[config.mk]
export PLATFORM = sky130hd
export DESIGN_NAME = keypad_entry_ctrl
export DESIGN_NICKNAME = d
export VERILOG_FILES = /design/src/rtl/keypad_entry_ctrl.sv
export SDC_FILE = /design/constraint.sdc
export NUM_CORES = 1
export LEC_CHECK = 0
export ABC_AREA = 1
export CAP_MARGIN = 40
export CORE_ASPECT_RATIO = 0.5
export CORE_UTILIZATION = 50
export DETAILED_ROUTE_END_ITERATION = 10
export DONT_BUFFER_PORTS = 1
export SLEW_MARGIN = 10
export SYNTH_ARGS = -nofsm -noshare
export SYNTH_HDL_FRONTEND = slang
export SYNTH_SLANG_ARGS = --single-unit
[constraint.sdc]
create_clock -name clk -period 4.05 [get_ports clk]
set_input_delay 1.0125 -clock clk [delete_from_list [all_inputs] [get_ports clk]]
set_output_delay 1.0125 -clock clk [all_outputs]
set_load 0.02 [all_outputs]
[src/rtl/keypad_entry_ctrl.sv]
// Debounces the keypad scanner's key/pressed pair into one event per press and
// builds a 4-digit BCD entry (with blank mask) plus a result latched on enter.
module keypad_entry_ctrl #(
  parameter int          DB_CYCLES = 4,
  parameter logic [3:0]  KEY_CLR   = 4'hA,
  parameter logic [3:0]  KEY_BSP   = 4'hB,
  parameter logic [3:0]  KEY_ENT   = 4'hE
) (
  input  logic        clk,
  input  logic        rst,
  input  logic [3:0]  key,
  input  logic        pressed,
  output logic [15:0] digits,
  output logic [3:0]  blank,
  output logic [2:0]  digit_cnt,
  output logic [15:0] result,
  output logic        result_valid,
  output logic        key_event,
  output logic [3:0]  key_code,
  output logic        overflow
);

  typedef enum logic [1:0] {IDLE, DB_PRESS, HELD, DB_REL} state_t;

  localparam logic [3:0] DB_LAST = 4'(DB_CYCLES);
  localparam bit         DB_ONE  = (DB_CYCLES == 1);

  state_t     state;
  logic [3:0] cnt;
  logic [3:0] cand;
  logic       accept;
  logic [3:0] acc_code;

  // With a single-sample debounce the press is accepted straight out of IDLE.
  always_comb begin
    accept   = 1'b0;
    acc_code = cand;
    if (state == IDLE) begin
      acc_code = key;
      accept   = pressed && DB_ONE;
    end else if (state == DB_PRESS) begin
      accept   = pressed && (key == cand) && ((cnt + 4'd1) == DB_LAST);
    end
  end

  always_ff @(posedge clk) begin
    if (rst) begin
      state        <= IDLE;
      cnt          <= 4'd0;
      cand         <= 4'd0;
      digits       <= 16'h0000;
      blank        <= 4'b1111;
      digit_cnt    <= 3'd0;
      result       <= 16'h0000;
      result_valid <= 1'b0;
      key_event    <= 1'b0;
      key_code     <= 4'd0;
      overflow     <= 1'b0;
    end else begin
      key_event    <= 1'b0;
      result_valid <= 1'b0;

      case (state)
        IDLE: begin
          if (pressed) begin
            cand <= key;
            if (DB_ONE) begin
              state <= HELD;
              cnt   <= 4'd0;
            end else begin
              state <= DB_PRESS;
              cnt   <= 4'd1;
            end
          end
        end
        DB_PRESS: begin
          if (pressed && (key == cand)) begin
            if ((cnt + 4'd1) == DB_LAST) begin
              state <= HELD;
              cnt   <= 4'd0;
            end else begin
              cnt <= cnt + 4'd1;
            end
          end else begin
            state <= IDLE;
            cnt   <= 4'd0;
          end
        end
        // Key changes while held are ignored: no auto-repeat, no rollover.
        HELD: begin
          if (!pressed) begin
            if (DB_ONE) begin
              state <= IDLE;
              cnt   <= 4'd0;
            end else begin
              state <= DB_REL;
              cnt   <= 4'd1;
            end
          end
        end
        DB_REL: begin
          if (pressed) begin
            state <= HELD;
            cnt   <= 4'd0;
          end else if ((cnt + 4'd1) == DB_LAST) begin
            state <= IDLE;
            cnt   <= 4'd0;
          end else begin
            cnt <= cnt + 4'd1;
          end
        end
        default: begin
          state <= IDLE;
          cnt   <= 4'd0;
        end
      endcase

      if (accept) begin
        key_event <= 1'b1;
        key_code  <= acc_code;
        if (acc_code <= 4'd9) begin
          if (digit_cnt != 3'd4) begin
            digits    <= {digits[11:0], acc_code};
            digit_cnt <= digit_cnt + 3'd1;
            blank     <= {blank[2:0], 1'b0};
          end else begin
            overflow <= 1'b1;
          end
        end else if (acc_code == KEY_CLR) begin
          digits    <= 16'h0000;
          digit_cnt <= 3'd0;
          blank     <= 4'b1111;
          overflow  <= 1'b0;
        end else if (acc_code == KEY_BSP) begin
          if (digit_cnt != 3'd0) begin
            digits    <= {4'h0, digits[15:4]};
            digit_cnt <= digit_cnt - 3'd1;
            blank     <= {1'b1, blank[3:1]};
          end
        end else if (acc_code == KEY_ENT) begin
          result       <= digits;
          result_valid <= 1'b1;
          digits       <= 16'h0000;
          digit_cnt    <= 3'd0;
          blank        <= 4'b1111;
          overflow     <= 1'b0;
        end
      end
    end
  end

endmodule
==> results.md, run 1 <==
* Outcome: completed
* Synthesis-stage register bit count at 56
* Placed inst area at between 0.002 and 0.003 sq mm
* Root buffer cell: clkbuf_16
* Leak at 1.29 nW
* Largest net degree at the start of global routing at 33
* Worst-Margin Slew at 0.857 ns
* Clk pwr share at 40.4%
* CP Data Arrival Time at ~2.8 ns
* VDD IR max at between 200 and 250 uV
* Starting Density at between 50% and 60%
* Area grow syn2layout at 6.12%
* Clk_lat worst skew at 0.30 ns
* First-pass GRT wire length at ~11000 microns
* Startpoint Class: flip-flop
* Crit Path Max Fanout at 22
* CP peak stage delay at 0.46 ns
* Cell area after layout at around 0.0030 sq mm
* Syn nets at 429
* N_diodes at 0
* DPL Wire Length at 4750 microns
* Clock skew at 0.00346 ns
* Commonest non-fill, non-tap cell in the layout: nand2_1
* Min Tclk post-route at 2.55 ns
* Ports at 53
* CTS Hold Bufs at 0
* Worst hold path class: reg2reg
* Initial antenna violation count at 0
* Mapped Cells at between 400 and 500
* Max Cap Violations at 0
* Vias in the first global route at 2305
* Max Root-Sink Buffers at 2
* FF-to-FF path depth at 9
* Slowest-stage cell, CP: nand2_1
* Max Freq at 392 MHz
* Die H at 55.3 microns
* Vias post-DR at approximately 2600
* CTS Sinks at 56
* Sw power at 0.284 mW
* Worst Hold Launch: cnt[3]
* Post-synthesis sequential area ratio at 39.4%
* Most frequent cells in the layout: nand2_1 (117), dfxtp_1 (56), a21oi_1 (45), inv_1 (43), nor2_1 (36)
* Wire length per cell at 13.6 microns
* PostCTS Resize Cnt at 0
* RSZ-0062 raised after global routing: false
* Worst endpoint required time at 4.24 ns
* Critical path endpoint category: flip-flop
* Top cells by area in the synthesized netlist: dfxtp_1 (39%), nand2_1 (15%), a21oi_1 (7.9%)
* # DRC at 0
* R2R Setup Slk at 1.50 ns
* Max-slew violations at 0
* Reg2reg end: digits[6]
* Dpl cells at about 470
* Nets at 423
* Fin worst setup slack at 1.50 ns
* Port Buffers at 0
* Reg-to-Reg Start: state[0]
* Largest area contributor in the netlist: dfxtp_1
* Comb pwr share at 8.7%
* P_int at 0.817 mW
* Hold Fails Final Rpt at 0
* H-tree depth at 2
* Hold Crit Endpoint: cnt[3]
* CTS tree: built
* Cell Chain, Critical Path: nor2_2, nand2_1, o21ai_1, nand2_1, nand2_1, buf_4, nand3b_1, nand2_1, nor2_1
* Setup TNS at 0 ns
* Core ar. at 0.00520 sq mm
* Drt pass-1 iters at 5
* Post-synthesis cell type count at 28
* Total CTS buffers at 5
* Core Util, Final at 58.0%
* Synthesized cell area at approximately 0.0028 sq mm
* Layout cells sized above 1 at 6.57%
* Worst relative slew slack at 42.8%
* Worst hold path depth at 2
* Placer Congestion at ~0.84
* Final worst path period share at between 60 and 70%
* Pwr/cell area at between 300 and 400 mW/mm^2
* Worst hold slack at slightly below 0.5 ns
* Die Width at 109 microns
* Design Power at approximately 1.1 mW
* Top-area cell type share of the netlist area at 39.4%
* Mean Syn Cell Area at 6.84 sq um
* Worst Setup Path Type: reg2reg
* # rows at 18
* Syn. warnings at 0
* Final non-filler cell total at 481
* Final WL at between 6000 and 7000 microns
* Iter 0 DRT Violations at 155
* Vias per cell at 5.35
* Final setup violation count at 0
* Grt ovf at 0
* Post-CTS Setup Inserts at 0
* Sw frac at 25.8%
* Clk slew on worst S/H paths at 0.07 ns
* Die area at 0.00601 sq mm
* Reg power frac at 50.9%
* Most frequent CP cell: nand2_1
* Gr usage total at 23.5%
* Final ANT Viol Nets at 0
* Placement Setup Slack at about 1.3 ns
-- worst max path at each step --
| stage | startpoint | to | slack, ns |
|---|---|---|---|
| after floorplan | key[0] | digits[13] | 1.78 |
| after CTS | state[0] | digits[2] | 1.51 |
| after global placement | key[1] | digits[1] | 1.33 |
| final | state[0] | digits[6] | 1.50 |
| after detailed placement | key[1] | digits[7] | 1.26 |
| after global routing | state[1] | blank[0] | 1.20 |
-- cells in the mapped netlist (all sizes together) --
cell type and instances:
a211oi 3, buf 9, dfxtp 56, xor2 1, clkbuf 8, o21ai 33
nor2 42, ha 6, nand3b 15, nor4 1, nor3 3, nand3 23
a31o 1, nand2 120, o211ai 2, a21oi 45, inv 46, nand4 2
-- metal layers --
metal / part of all wire, % / global-route usage, % / vias up
met2: 44 / 36.7 / 65
met4: 1.0 / 6.56 / 0
met5: 0 / 0 / -
met1: 48 / 30.9 / 1181
met3: 7.6 / 7.67 / 6
li1: - / - / 1322
-- layout make-up --
type,instances,area [sq um]
Tap cell,70,87.6
Sequential cell,56,1120
Multi-Input combinational cell,297,1450
Timing Repair Buffer,4,30.0
Inverter,46,173
Fill cell,516,2180
Clock inverter,3,27.5
Clock buffer,5,125
-- cell families (layout without fill, tap and decap cells) --
group	count (synthesis)	in the layout	share of synthesized area, %
buffers and inverters	63	58	9.46
flip-flops	56	56	39.4
AO/OA/AOI/OAI	84	84	15.5
AND/OR/NAND/NOR	206	206	32.7
adder cells (fa/ha/maj)	6	6	2.64
XOR/XNOR	1	1	0.308
-- critical path: cells and delay by family (launching register included) --
kind / cells / cell delay [ns]
and+or+nand+nor: 7 / 1.54
AOI/OAI and AO/OA: 1 / 0.20
DFF: 1 / 0.38
buffers and inverters: 1 / 0.33
-- state kept, by name, summed over array words and instances (netlist names) --
register      count
cnt               4
state             2
blank             4
key_event         1
digit_cnt         3
result_valid      1
digits           16
result           16
cand              4
overflow          1
key_code          4
-- power groups by stage --
stage | registers, mW | logic, mW | clock network (mW)
after floorplan | 0.572 | 0.0800 | 0
after global placement | 0.573 | 0.0942 | 0
after detailed placement | 0.573 | 0.0962 | 0
after CTS | 0.560 | 0.0963 | 0.457
after global routing | 0.561 | 0.111 | 0.483
final | 0.560 | 0.0960 | 0.445
Note: power is estimated with default switching activity, not from simulation.
==> run 2: changes to the inputs <==
==> constraint.sdc (replaced) <==
create_clock -name clk -period 2.4 [get_ports clk]
set_input_delay 0.6 -clock clk [delete_from_list [all_inputs] [get_ports clk]]
set_output_delay 0.6 -clock clk [all_outputs]
set_load 0.02 [all_outputs]
==> run 2 against run 1 <==
Against the previous run: cell area increased by 2.0%; register-to-register slack got worse by 1.3 ns; sequential cell count unchanged; largest power group unchanged; clock power increased by 89%; global-route usage decreased by 0.74 points; first-iteration DRC count decreased by 1.3%; total power increased by 78%; final cell count increased by 1.0%; clock skew increased by 0.0023 ns; core utilization increased by 1.2 points; via count increased by 0.23%; die area unchanged.
==> results.md, run 2 (same netlist as run 1, synthesis figures left out) <==
* Clk slew on worst S/H paths at 0.07 ns (about the same)
* First-pass GRT wire length at 10700 microns (was 11000 microns)
* Starting Density at 54.7% (unchanged)
* VDD IR max at 463 uV (was 230 uV)
* DPL Wire Length at 4740 microns (was 4750 microns)
* Layout cells sized above 1 at 7.45% (was 6.57%)
* Gr usage total at 22.8% (was 23.5%)
* Setup TNS at 0 ns (unchanged)
* Die Width at 109 microns (unchanged)
* Hold Fails Final Rpt at 0 (unchanged)
* # DRC at 0 (unchanged)
* CP Data Arrival Time at 2.43 ns (was 2.75 ns)
* FILL cells at 508 (was 516)
* Iter 0 DRT Violations at 153 (was 155)
* Worst hold path class: in2reg (was reg2reg)
* Clock skew at 0.00577 ns (was 0.00346 ns)
* Final setup violation count at 0 (unchanged)
* Worst Hold Launch: rst (was cnt[3])
* Final ANT Viol Nets at 0 (unchanged)
* CTS tree: built (unchanged)
* Worst endpoint required time at 2.64 ns (was 4.24 ns)
* Vias per cell at 5.31 (was 5.35)
* Placement Setup Slack at 0.231 ns (was 1.26 ns)
* Cell area after layout at 0.00308 sq mm (was 0.00302 sq mm)
* Core ar. at 0.00520 sq mm (unchanged)
* Min Tclk post-route at 2.19 ns (was 2.55 ns)
* Vias in the first global route at 2263 (was 2305)
* Area grow syn2layout at 8.27% (was 6.12%)
* Pwr/cell area at 636 mW/mm^2 (was 365 mW/mm^2)
* Hold Crit Endpoint: digits[14] (was cnt[3])
* Biggest regs: digits: 16 flops, result: 16 flops (unchanged)
* Placed inst area at 0.00290 sq mm (was 0.00287 sq mm)
* Max Root-Sink Buffers at 2 (unchanged)
* Dpl cells at 477 (was 473)
* Max Freq at 456 MHz (was 392 MHz)
* Total CTS buffers at 5 (unchanged)
* H-tree depth at 2 (unchanged)
* Die H at 55.3 microns (unchanged)
* Worst-Margin Slew at 0.595 ns (was 0.857 ns)
* Worst Setup Path Type: reg2reg (unchanged)
* Vias post-DR at 2580 (was 2574)
* Nets at 428 (was 423)
* Critical path endpoint category: flip-flop (unchanged)
* CP startpoint: state[1] (was state[0])
* Leak at 1.32 nW (was 1.29 nW)
* Multi-input gate area at 0.00147 sq mm (was 0.00145 sq mm)
* Fin worst setup slack at 0.208 ns (was 1.50 ns)
* RSZ-0062 raised after global routing: false (unchanged)
* Initial antenna violation count at 0 (unchanged)
* Clk_lat worst skew at 0.30 ns (about the same)
* Largest net degree at the start of global routing at 33 (unchanged)
* Placer Congestion at 0.829 (was 0.843)
* Crit Path Max Fanout at 12 (was 22)
* R2R Setup Slk at 0.21 ns (was 1.50 ns)
* Startpoint Class: flip-flop (unchanged)
* Worst hold path depth at 1 (was 2)
* Max-slew violations at 0 (unchanged)
* Drt pass-1 iters at 4 (was 5)
* Design Power at 1.96 mW (was 1.10 mW)
* Ports at 53 (unchanged)
* Port Buffers at 0 (unchanged)
* Reg2reg end: digits[9] (was digits[6])
* Root buffer cell: clkbuf_16 (unchanged)
* Die area at 0.00601 sq mm (unchanged)
* Max Cap Violations at 0 (unchanged)
* Reg-to-Reg Start: state[1] (was state[0])
* Most frequent cells in the layout: nand2_1 (117), dfxtp_1 (56), a21oi_1 (45), inv_1 (43), nor2_1 (36) (unchanged)
* Outcome: completed (unchanged)
* Wire length per cell at 13.8 microns (was 13.6 microns)
* Worst relative slew slack at 60.1% (was 42.8%)
* Final non-filler cell total at 486 (was 481)
* Reg area at 0.00112 sq mm (unchanged)
* Grt ovf at 0 (unchanged)
* Final WL at 6690 microns (was 6520 microns)
* FF-to-FF path depth at 9 (unchanged)
* CTS Hold Bufs at 0 (unchanged)
* CTS Sinks at 56 (unchanged)
* Final worst path period share at 91.3% (was 63.1%)
* N_diodes at 0 (unchanged)
* Commonest non-fill, non-tap cell in the layout: nand2_1 (unchanged)
* # rows at 18 (unchanged)
run 2: cell types whose count changed in the layout (fill, tap and decap cells not counted), sizes merged:
cell,before,now
clkinvlp,1,0
buf,4,8
clkinv,1,0
clkbuf,5,6
nor2,42,43
bufinv,0,1
run 2: layer usage:
layer	share of wire, %	GRT usage, %	up-vias
li1	-	-	1339
met1	48	29.4	1148
met2	42	36.7	89
met3	9.9	8.26	4
met4	0.40	4.05	0
met5	0	0	-
run 2: layout make-up:
cell class                      count  area share [%]
Clock inverter                      2            1.26
Timing Repair Buffer                8            1.95
Clock buffer                        6            4.19
Inverter                           46            5.61
Sequential cell                    56            36.4
Multi-Input combinational cell    298            47.7
Tap cell                           70            2.84
run 2: per-stage QoR:
stage | hold slack (ns) | util (%)
3_5_place_dp | 0.477 | 55.7
2_1_floorplan | 0.458 | -
6_report | 0.364 | 59.2
4_1_cts | 0.357 | 58.9
5_1_grt | 0.355 | 59.2
3_3_place_gp | 0.465 | 55.7
run 2: worst max path at each step:
stage               slack (ns)    endpoint
finish                    0.21   digits[9]
global route              0.03  digits[13]
detailed placement        0.23   digits[3]
CTS                       0.21   digits[3]
global placement          0.27   digits[3]
floorplan                 0.54  digits[13]
run 2: worst max-delay path, stage by stage, from the launching register on:
cell and delay [ns]:
dfxtp_1 0.37, nor2_2 0.42, nand2_1 0.09, o21ai_1 0.18, nor2_1 0.10, nand3_1 0.14
nand2_1 0.23, nor2_4 0.36, a21oi_1 0.13, nor2_1 0.11
run 2: what timing repair did:
item	in CTS	in global routing
hold endpoints to repair	0	0
setup buffers	0	0
gates resized for setup	0	1
setup endpoints to repair	0	13
run 2: where the power goes:
| group | switching [mW] | internal (mW) |
|---|---|---|
| Sequential | 0.00861 | 0.937 |
| Combinational | 0.121 | 0.0484 |
| Clock | 0.346 | 0.498 |
| Total | 0.476 | 1.48 |
